### src/rtl/mips_muldiv.sv
// Unsigned MULTU/DIVU unit: 32-step iterative shift-add multiply and restoring divide.
// Optional macro MULDIV_FAST_MUL_EN swaps the iterative MULTU for a one-cycle product.
module mips_muldiv (
    input  logic        clk,
    input  logic        rst,
    input  logic        start,
    input  logic [3:0]  AluOP,
    input  logic [31:0] X,
    input  logic [31:0] Y,
    output logic        busy,
    output logic        done,
    output logic [31:0] HI,
    output logic [31:0] LO
);
    localparam int unsigned W  = 32;
    localparam int unsigned CW = 6;
    localparam logic [3:0]    OP_MULTU  = 4'd3;
    localparam logic [3:0]    OP_DIVU   = 4'd4;
    localparam logic [CW-1:0] LAST_STEP = CW'(W - 1);

    typedef enum logic {IDLE, RUN} state_t;

    state_t          state;
    logic [CW-1:0]   cnt;
    logic            is_div;
    logic [W-1:0]    opnd;
    logic [2*W-1:0]  acc;

    logic [W:0]      mul_sum;
    logic [2*W-1:0]  mul_next;
    logic [W:0]      div_trial;
    logic [W:0]      div_diff;
    logic [2*W-1:0]  div_next;
    logic [2*W-1:0]  step_next;
    logic            finish_now;
    logic            accept;

    // One datapath step: acc holds {partial_hi, multiplier} or {remainder, dividend/quotient}
    always_comb begin
        mul_sum   = {1'b0, acc[2*W-1:W]} + (acc[0] ? {1'b0, opnd} : {(W+1){1'b0}});
        mul_next  = {mul_sum, acc[W-1:1]};
        div_trial = acc[2*W-1:W-1];
        div_diff  = div_trial - {1'b0, opnd};
        if (div_trial >= {1'b0, opnd}) begin
            div_next = {div_diff[W-1:0], acc[W-2:0], 1'b1};
        end else begin
            div_next = {div_trial[W-1:0], acc[W-2:0], 1'b0};
        end
        step_next  = is_div ? div_next : mul_next;
        finish_now = (cnt == LAST_STEP);
`ifdef MULDIV_FAST_MUL_EN
        if (!is_div) begin
            step_next  = (2*W)'(opnd) * (2*W)'(acc[W-1:0]);
            finish_now = 1'b1;
        end
`endif
        accept = (state == IDLE) && start && ((AluOP == OP_MULTU) || (AluOP == OP_DIVU));
    end

    always_ff @(posedge clk) begin
        if (rst) begin
            state  <= IDLE;
            cnt    <= '0;
            is_div <= 1'b0;
            opnd   <= '0;
            acc    <= '0;
            busy   <= 1'b0;
            done   <= 1'b0;
            HI     <= '0;
            LO     <= '0;
        end else begin
            done <= 1'b0;
            case (state)
                IDLE: begin
                    if (accept) begin
                        is_div <= (AluOP == OP_DIVU);
                        opnd   <= (AluOP == OP_DIVU) ? Y : X;
                        acc    <= {{W{1'b0}}, ((AluOP == OP_DIVU) ? X : Y)};
                        cnt    <= '0;
                        busy   <= 1'b1;
                        state  <= RUN;
                    end
                end
                RUN: begin
                    acc <= step_next;
                    cnt <= cnt + CW'(1);
                    // Results become visible only on the final step
                    if (finish_now) begin
                        HI    <= step_next[2*W-1:W];
                        LO    <= step_next[W-1:0];
                        busy  <= 1'b0;
                        done  <= 1'b1;
                        state <= IDLE;
                    end
                end
                default: state <= IDLE;
            endcase
        end
    end
endmodule

### config.mk
export PLATFORM = sky130hd
export DESIGN_NAME = mips_muldiv
export DESIGN_NICKNAME = d
export VERILOG_FILES = /design/src/rtl/mips_muldiv.sv
export SDC_FILE = /design/constraint.sdc
export NUM_CORES = 1
export LEC_CHECK = 0
export ABC_AREA = 1
export CAP_MARGIN = 10
export CORE_ASPECT_RATIO = 0.8
export CORE_MARGIN = 1
export CORE_UTILIZATION = 55
export DETAILED_ROUTE_END_ITERATION = 10
export MAX_ROUTING_LAYER = met4
export PLACE_DENSITY = 0.84
export SLEW_MARGIN = 5
export SYNTH_ARGS = -nofsm -noshare
export SYNTH_HDL_FRONTEND = slang
export SYNTH_SLANG_ARGS = --single-unit
### constraint.sdc
create_clock -name clk -period 6.8 [get_ports clk]
set_input_delay 0.68 -clock clk [delete_from_list [all_inputs] [get_ports clk]]
set_output_delay 0.68 -clock clk [all_outputs]
set_load 0.01 [all_outputs]
==> impl_metrics.json <==
{
  "status": "finished clean",
  "startpoint_type": "register",
  "reg2reg_depth": 16,
  "gp_congestion": 0.978,
  "fin_cells": 2508,
  "cts-htree-levels": 4,
  "max_slew_margin": 0.347,
  "cap_violations": 0,
  "multi_input_area_um2": 7790,
  "area_growth_pct": 16.0,
  "cp.arrival_ps": 3770,
  "ys_ff_latch": 170,
  "hold_depth": 2,
  "fill_cells": 2140,
  "crit_top_cell": "nand2_1",
  "r2r_setup_slack_ps": 3410,
  "critical_path_class": "reg2reg",
  "p_clk_frac": 0.388,
  "grt_overflow": 0,
  "path_max_fanout": 14,
  "rr_endpoint": "acc[53]$_SDFFE_PP0P_",
  "synth_edf_count": 0,
  "dp.cells": 2475,
  "num_io_pins": 137,
  "cts_tree": "built",
  "leakage_nw": 7.40,
  "ys_types": 46,
  "hold_buffers": 0,
  "cpPeakStageDelay_ps": 660,
  "p_sw_uw": 892,
  "die_w_um": 172,
  "clk-insertion-delay-late_ps": 450,
  "syn_nets": 2247,
  "grt_first_pass_wirelength_um": 67800,
  "async_flop_share": 0,
  "rsz0062_at_grt": "no",
  "avgSynthCellArea_um2": 6.04,
  "numCtsBuffers": 17,
  "clkTransAtPathRegs_ps": 80,
  "final_common_cell": "nand2_1",
  "finalMaxSlewViolations": 0,
  "wl_per_cell_um": 17.1,
  "antenna_cells": 0,
  "wl_um": 42900,
  "drt-initial-drc-count": 1539,
  "netlist_instances": 2109,
  "vdd_drop_max_mv": 0.172,
  "vias": 14100,
  "end_kind": "register",
  "drive_gt1_frac": 0.0431,
  "ys_warn_count": 0,
  "hold_class": "reg2reg",
  "seqPwrFrac": 0.391,
  "r2r_start": "acc[0]$_SDFFE_PP0P_",
  "fin_skew_ps": 14.9,
  "cp-startpoint": "acc[0]$_SDFFE_PP0P_",
  "seq_area_um2": 3400,
  "yosysSeqAreaShare": 0.267,
  "crit_required_ps": 7180,
  "crit_path_end": "acc[53]$_SDFFE_PP0P_",
  "layout.nets": 2327,
  "dp.final_hpwl_um": 32700,
  "pwr-share-comb": 0.222,
  "worstMarginPinSlew_ps": 979,
  "die_h_um": 138,
  "period_needed_ps": 3390,
  "fmax_mhz": 295,
  "clock-sinks": 170,
  "p_int_mw": 1.73,
  "antenna_left": 0,
  "power_density_nw_per_um2": 177,
  "antenna_found_initial": 0,
  "firstDrtPassIters": 6,
  "ys.flop_type": "dfxtp_1",
  "grt_pass1_vias": 12900,
  "core_area_um2": 22600,
  "grt_max_degree": 115,
  "syn_area_um2": 12700,
  "clock_path_buffers": 2,
  "globalRouteTotalUtil": 0.377,
  "critical_path.cell_chain": "nand2_1 > inv_1 > ha_1 > fa_1 > nand2_1 > nand2_1 > o21ai_0 > o21ai_0 > nand3_1 > nand2_1 > nand2_1 > nand3_1 > nand3_1 > nand2_1 > nand2_1 > a21oi_1",
  "drc": 0,
  "switching_share": 0.340,
  "port_buffers": 136,
  "fin_hold_ws_ps": 451,
  "setup_viol": 0,
  "initial_core_util": 0.563,
  "post_cts_buffers": 0,
  "cts_resized": 0,
  "final_cell_mix": "706 x nand2_1, 301 x inv_1, 169 x dfxtp_1",
  "final_hold_viol_count": 0,
  "fin_setup_tns_ps": 0,
  "critPathSlowestCell": "dfxtp_1",
  "placementRows": 49,
  "viasPerCell": 5.62,
  "fin_crit_sh": 0.499,
  "die-area_um2": 23800,
  "cts_root_buffer": "clkbuf_16"
}
power by group through the flow:
| stage | clock (mW) | sequential, mW | combinational (mW) |
|---|---|---|---|
| after floorplan | 0 | 1.04 | 0.415 |
| after global placement | 0 | 1.05 | 0.553 |
| after detailed placement | 0 | 1.05 | 0.559 |
| after CTS | 1.02 | 1.02 | 0.564 |
| after global routing | 1.06 | 1.03 | 0.640 |
| final | 1.02 | 1.03 | 0.581 |
routing by layer:
layer / global-route usage / wire [um] / up-vias
li1: - / - / 6946
met1: 0.513 / 19500 / 6411
met2: 0.576 / 19000 / 643
met3: 0.0495 / 3300 / 86
met4: 0.115 / 1150 / 0
met5: - / 0 / -
state kept, by name, summed over array words and instances (netlist names):
signal and count:
opnd 32, cnt 6, acc 64, state 1, busy 1, HI 32, done 1, LO 32
is_div 1
cells in the mapped netlist (15+ instances only):
cell type | count | area [um^2]
dfxtp_1 | 170 | 3400
nand3b_1 | 16 | 120
ha_1 | 65 | 813
buf_2 | 18 | 90.1
o21ai_0 | 149 | 746
nand4_1 | 26 | 163
nand3_1 | 130 | 651
a211oi_1 | 40 | 300
nor2_1 | 147 | 552
clkbuf_1 | 58 | 218
nand3_2 | 15 | 150
a31oi_1 | 15 | 93.8
nand2_1 | 706 | 2650
inv_1 | 301 | 1130
a21oi_1 | 98 | 490
o22ai_1 | 21 | 131
logic make-up (layout without fill, tap and decap cells):
family                   after synthesis  after routing  share of synthesized area
multiplexers                           6              6                    0.00471
XOR/XNOR                              25             25                     0.0172
AND/OR/NAND/NOR                     1083           1083                      0.360
adder cells (fa/ha/maj)               67             67                     0.0670
flip-flops                           170            170                      0.267
AO/OA/AOI/OAI                        364            364                      0.162
buffers and inverters                394            487                      0.123
how the worst min path moves through the flow:
stage                   startpoint                  end  slack (ps)
6_report        HI[2]$_SDFFE_PP0P_   HI[2]$_SDFFE_PP0P_         450
5_1_grt        HI[16]$_SDFFE_PP0P_  HI[16]$_SDFFE_PP0P_         470
4_1_cts         HI[4]$_SDFFE_PP0P_   HI[4]$_SDFFE_PP0P_         450
3_5_place_dp    HI[4]$_SDFFE_PP0P_   HI[4]$_SDFFE_PP0P_         440
3_3_place_gp   HI[21]$_SDFFE_PP0P_  HI[21]$_SDFFE_PP0P_         440
2_1_floorplan  cnt[5]$_SDFFE_PP0P_  cnt[5]$_SDFFE_PP0P_         450
final cells by class:
type                       count  area share
clock inverter                14      0.0102
multi-input combinational   1545       0.527
timing repair buffer         148      0.0987
clock buffer                  18      0.0297
sequential                   170       0.230
inverter                     307      0.0780
tap                          306      0.0259
metrics by stage:
step                      area [um^2]  setup slack, ps  power, mW   util
final                           14800             3410       2.62  0.653
after global routing            14800             3230       2.73  0.653
after CTS                       14800             3550       2.61  0.653
after detailed placement        14200             3360       1.61  0.626
after global placement          14200             3480       1.60  0.626
after floorplan                 12700             4280       1.45      -
worst max-delay path: cells and delay by family, from the launching register on:
| family | cells | cell delay [ps] |
|---|---|---|
| compound gates | 3 | 710 |
| buf+inv | 1 | 70 |
| fa+ha+maj | 2 | 650 |
| simple gates | 10 | 1220 |
| flops | 1 | 660 |
Power figures use the tool's default switching activity.
